==> config.mk <==
export PLATFORM = sky130hd
export DESIGN_NAME = clk_meter
export DESIGN_NICKNAME = d
export VERILOG_FILES = /design/src/rtl/clk_meter.sv
export SDC_FILE = /design/constraint.sdc
export NUM_CORES = 1
export LEC_CHECK = 0
export ABC_AREA = 1
export CORE_ASPECT_RATIO = 0.5
export CORE_UTILIZATION = 40
export DETAILED_ROUTE_END_ITERATION = 6
export SLEW_MARGIN = 20
export SYNTH_ARGS = -nofsm -noshare
export SYNTH_HDL_FRONTEND = slang
export SYNTH_SLANG_ARGS = --single-unit
==> constraint.sdc <==
create_clock -name clkin -period 3.8 [get_ports clkin]
set_input_delay 0.76 -clock clkin [delete_from_list [all_inputs] [get_ports clkin]]
set_output_delay 0.76 -clock clkin [all_outputs]
set_load 0.03 [all_outputs]
==> src/rtl/clk_meter.sv <==
// clk_meter: measures period and high time of an asynchronous square wave
// in clkin cycles.
//   clkin/rst_n  : system clock, async active-low reset
//   en           : measurement enable (0 forces idle)
//   sig_in       : asynchronous signal under measurement
//   period       : cycles between the last two rising edges
//   high_time    : cycles from a rising edge to the following falling edge
//   valid        : one-cycle pulse when period/high_time update
//   locked       : last two completed periods were equal
//   timeout      : sticky stall flag, cleared by the next valid
module clk_meter #(
  parameter int          SYNC_STAGES = 2,
  parameter int          CNT_W       = 32,
  parameter int unsigned TIMEOUT     = 50000000
) (
  input  logic             clkin,
  input  logic             rst_n,
  input  logic             en,
  input  logic             sig_in,
  output logic [CNT_W-1:0] period,
  output logic [CNT_W-1:0] high_time,
  output logic             valid,
  output logic             locked,
  output logic             timeout
);

  typedef enum logic [1:0] {
    IDLE,
    FIRST,
    RUN
  } state_e;

  localparam logic [CNT_W-1:0] TO_C  = CNT_W'(TIMEOUT);
  localparam logic [CNT_W-1:0] ONE_C = CNT_W'(1);

  logic [SYNC_STAGES-1:0] sync_q;
  logic                   s_d_q;
  logic                   s;
  logic                   rise;
  logic                   fall;

  state_e           state_q, state_d;
  logic [CNT_W-1:0] cnt_q, cnt_d;
  logic [CNT_W-1:0] hi_q, hi_d;
  logic [CNT_W-1:0] prev_q, prev_d;
  logic [CNT_W-1:0] period_q, period_d;
  logic [CNT_W-1:0] high_q, high_d;
  logic             valid_q, valid_d;
  logic             locked_q, locked_d;
  logic             timeout_q, timeout_d;

  always_ff @(posedge clkin or negedge rst_n) begin
    if (!rst_n) begin
      sync_q <= '0;
      s_d_q  <= 1'b0;
    end else begin
      sync_q <= {sync_q[SYNC_STAGES-2:0], sig_in};
      s_d_q  <= sync_q[SYNC_STAGES-1];
    end
  end

  assign s    = sync_q[SYNC_STAGES-1];
  assign rise = s & ~s_d_q;
  assign fall = ~s & s_d_q;

  always_comb begin
    state_d   = state_q;
    cnt_d     = cnt_q;
    hi_d      = hi_q;
    prev_d    = prev_q;
    period_d  = period_q;
    high_d    = high_q;
    valid_d   = 1'b0;
    locked_d  = locked_q;
    timeout_d = timeout_q;

    if (!en) begin
      state_d  = IDLE;
      cnt_d    = '0;
      locked_d = 1'b0;
    end else begin
      unique case (state_q)
        IDLE: begin
          cnt_d = '0;
          if (rise) begin
            cnt_d   = ONE_C;
            state_d = FIRST;
          end
        end
        FIRST, RUN: begin
          // A rise on the timeout cycle still completes the period.
          if (rise) begin
            cnt_d   = ONE_C;
            prev_d  = cnt_q;
            state_d = RUN;
            if (state_q == RUN) begin
              period_d  = cnt_q;
              high_d    = hi_q;
              valid_d   = 1'b1;
              locked_d  = (cnt_q == prev_q);
              timeout_d = 1'b0;
            end
          end else if (cnt_q == TO_C) begin
            timeout_d = 1'b1;
            locked_d  = 1'b0;
            state_d   = IDLE;
            cnt_d     = '0;
          end else begin
            cnt_d = cnt_q + ONE_C;
            if (fall) begin
              hi_d = cnt_q;
            end
          end
        end
        default: begin
          state_d = IDLE;
          cnt_d   = '0;
        end
      endcase
    end
  end

  always_ff @(posedge clkin or negedge rst_n) begin
    if (!rst_n) begin
      state_q   <= IDLE;
      cnt_q     <= '0;
      hi_q      <= '0;
      prev_q    <= '0;
      period_q  <= '0;
      high_q    <= '0;
      valid_q   <= 1'b0;
      locked_q  <= 1'b0;
      timeout_q <= 1'b0;
    end else begin
      state_q   <= state_d;
      cnt_q     <= cnt_d;
      hi_q      <= hi_d;
      prev_q    <= prev_d;
      period_q  <= period_d;
      high_q    <= high_d;
      valid_q   <= valid_d;
      locked_q  <= locked_d;
      timeout_q <= timeout_d;
    end
  end

  assign period    = period_q;
  assign high_time = high_q;
  assign valid     = valid_q;
  assign locked    = locked_q;
  assign timeout   = timeout_q;

endmodule
==> results.sh <==
export IMPL_relSlewSlack_pct=31.4
export IMPL_grt_pass1_wl_um=28500
export IMPL_vdd_drop_max_mv=0.318
export IMPL_start_kind="input pin"
export IMPL_worst_pin_slew_ps=1030
export IMPL_clock_sinks=168
export IMPL_numCtsBuffers=17
export IMPL_ys_ff_latch=168
export IMPL_min_period_ps=2400
export IMPL_setup_viol=0
export IMPL_multi_input_area_um2=2880
export IMPL_pre_cts_slack_ps=936
export IMPL_fin_cells=1130
export IMPL_grt_max_degree=97
export IMPL_clk_latency_ps=430
export IMPL_rows=35
export IMPL_port_buffers=70
export IMPL_place_gp_congestion=0.861
export IMPL_syn_nets=809
export IMPL_cts_tree="yes"
export IMPL_yosysTopAreaCell="dfrtp_1"
export IMPL_hpwl_um=12000
export IMPL_clockBufferDepth=2
export IMPL_postCtsHoldBufs=0
export IMPL_final_common_cell="nand2_1"
export IMPL_fp_dieH_um=99.1
export IMPL_cts_max_level=4
export IMPL_ys_types=33
export IMPL_status="completed"
export IMPL_fmax_mhz=416
export IMPL_crit_chain="clkdlybuf4s50_1 > inv_1 > nor2_2 > nand2_4 > mux2_2"
export IMPL_gr_total_overflow=0
export IMPL_worstPathRequired_ps=4110
export IMPL_syn_instance_count=799
export IMPL_cp_arrival_ps=2710
export IMPL_vias=5430
export IMPL_ant_nets=0
export IMPL_max_stage_delay_ps=580
export IMPL_io_pins=71
export IMPL_antenna_found_initial=0
export IMPL_finalSetupTns_ps=0
export IMPL_core_area_um2=18400
export IMPL_seq_area_um2=4200
export IMPL_cts_resized=0
export IMPL_stdcell_area_um2=9010
export IMPL_p_per_area_nw_per_um2=431
export IMPL_grtUsageTotal_pct=19.0
export IMPL_n_fill_cell=1708
export IMPL_finalHoldViolCount=0
export IMPL_setup_slack_ps=1400
export IMPL_post_route_drc_count=0
export IMPL_crit_path_max_fanout=96
export IMPL_first_global_vias=5166
export IMPL_cts_setup_buffers=0
export IMPL_drive_above_1_share_pct=13.1
export IMPL_slowest_stage="nand2_4"
export IMPL_p_leak_nw=3.96
export IMPL_endpoint_kind="flop"
export IMPL_avgViaCountPerCell=4.81
export IMPL_synth_area_top_cells="dfrtp_1, nand2_1, mux2_2"
export IMPL_fin_nets=868
export IMPL_wl_per_cell_um=15.3
export IMPL_n_antenna_cell=0
export IMPL_root_buffer="clkbuf_16"
export IMPL_hp_class="in -> async"
export IMPL_path_clk_slew_ps=70
export IMPL_synth_area_um2=7540
export IMPL_final_cell_mix="nand2_1, dfrtp_1, nor2_1, o21ai_0, clkdlybuf4s50_1"
export IMPL_dr_pass1_iters=4
export IMPL_start_util_pct=40.9
export IMPL_worst_setup_path_type="in -> reg"
export IMPL_yosysSeqAreaShare_pct=55.8
export IMPL_die_w_um=196
export IMPL_ys_warn_count=0
export IMPL_drt_wl_total_um=17300
export IMPL_place_inst=1098
export IMPL_avgSynthCellArea_um2=9.43
export IMPL_grt_setup_unrepaired="false"
export IMPL_yosysTopAreaCellShare_pct=55.8
export IMPL_dieArea_um2=19400
export IMPL_areaGrowthSynthToFinish_pct=19.5
export IMPL_period_share_pct=63.3
export IMPL_fin_util_pct=48.9
export IMPL_dpl_cell_area_um2=8420
export IMPL_cap_violations=0
export IMPL_slew_violations=0
export IMPL_fin_skew_ps=15.1
export IMPL_drtIter0Drc=363
-- kinds of logic (layout without fill, tap and decap cells) --
| logic type | after synthesis | count (layout) | share of synthesized area [%] |
|---|---|---|---|
| mux | 32 | 32 | 4.78 |
| simple gates | 340 | 340 | 19.1 |
| flops | 168 | 168 | 55.8 |
| buf+inv | 101 | 173 | 6.06 |
| fa+ha+maj | 6 | 6 | 0.996 |
| xor+xnor | 37 | 37 | 4.30 |
| compound gates | 115 | 115 | 8.95 |
-- final timing paths --
kind                                                   to  slack, ps  cells after the start                   start
worst max-delay path            high_time[18]$_DFFE_PN0P_       1400                      5                      en
worst min-delay path            high_time[17]$_DFFE_PN0P_        360                      1                   rst_n
worst max register to register       hi_q[18]$_DFFE_PN0P_       1430                      8  state_q[1]$_DFFE_PN0P_
worst min register to register        sync_q[1]$_DFF_PN0_        360                      0     sync_q[0]$_DFF_PN0_
max in group asynchronous        high_time[1]$_DFFE_PN0P_       2570                      2                   rst_n
min in group clkin                    sync_q[1]$_DFF_PN0_        360                      0     sync_q[0]$_DFF_PN0_
-- where the power goes --
part           switching, W  internal [W]  leakage, nW  total [W]
combinational      0.000171      0.000103         1.37   0.000275
clock              0.000812      0.000877        0.287    0.00169
sequential        0.0000503       0.00186         2.30    0.00192
total               0.00103       0.00284         3.96    0.00388
-- metrics by stage --
step | power, W | hold WS [ps]
4_1_cts | 0.00393 | 363
6_report | 0.00388 | 358
3_5_place_dp | 0.00223 | 346
5_1_grt | 0.00405 | 364
2_1_floorplan | 0.00210 | 331
3_3_place_gp | 0.00222 | 337
-- final cells by class --
class | instances | share of cell area [%]
Timing Repair Buffer | 75 | 8.49
Inverter | 66 | 2.75
Clock inverter | 15 | 1.76
Tap cell | 259 | 3.60
Multi-Input combinational cell | 530 | 32.0
Sequential cell | 168 | 46.7
Clock buffer | 17 | 4.72
-- Yosys cell counts --
library cell  instances
a21boi_0              1
a21oi_1              10
a22oi_1               1
and2_1                1
and2_2                1
buf_2                16
buf_4                 3
buf_6                 6
clkbuf_1              9
clkbuf_2              1
dfrtp_1             168
ha_1                  6
inv_1                64
inv_2                 2
mux2_2               32
nand2_1             195
nand2_2               4
nand3_1              18
nand3_2               1
nand3_4               1
nand4_1              15
nor2_1               74
nor2_2                6
nor2_4                1
nor3_1               19
nor3_4                1
nor3b_1               2
o21ai_0              71
o21ai_1               7
o21ai_2              25
or2_2                 1
xnor2_1              18
xor2_1               19
-- state kept, by name, summed over array words and instances (netlist names) --
signal and count:
cnt_q 32, hi_q 32, high_time 32, locked 1, period 32, prev_q 32, s_d_q 1, state_q 2
sync_q 2, timeout 1, valid 1
-- metal layers --
layer | track usage [%] | up-vias | wire (µm)
met5 | 0 | - | 0
met4 | 4.75 | 0 | 121
met3 | 3.76 | 12 | 670
met2 | 25.6 | 109 | 7050
met1 | 30.4 | 2630 | 9470
li1 | - | 2679 | -
-- worst max-delay path: cells and delay by family --
family | cells | cell delay (ps)
multiplexers | 1 | 510
buffers and inverters | 2 | 570
AND/OR/NAND/NOR | 2 | 820
Power figures use the tool's default switching activity.
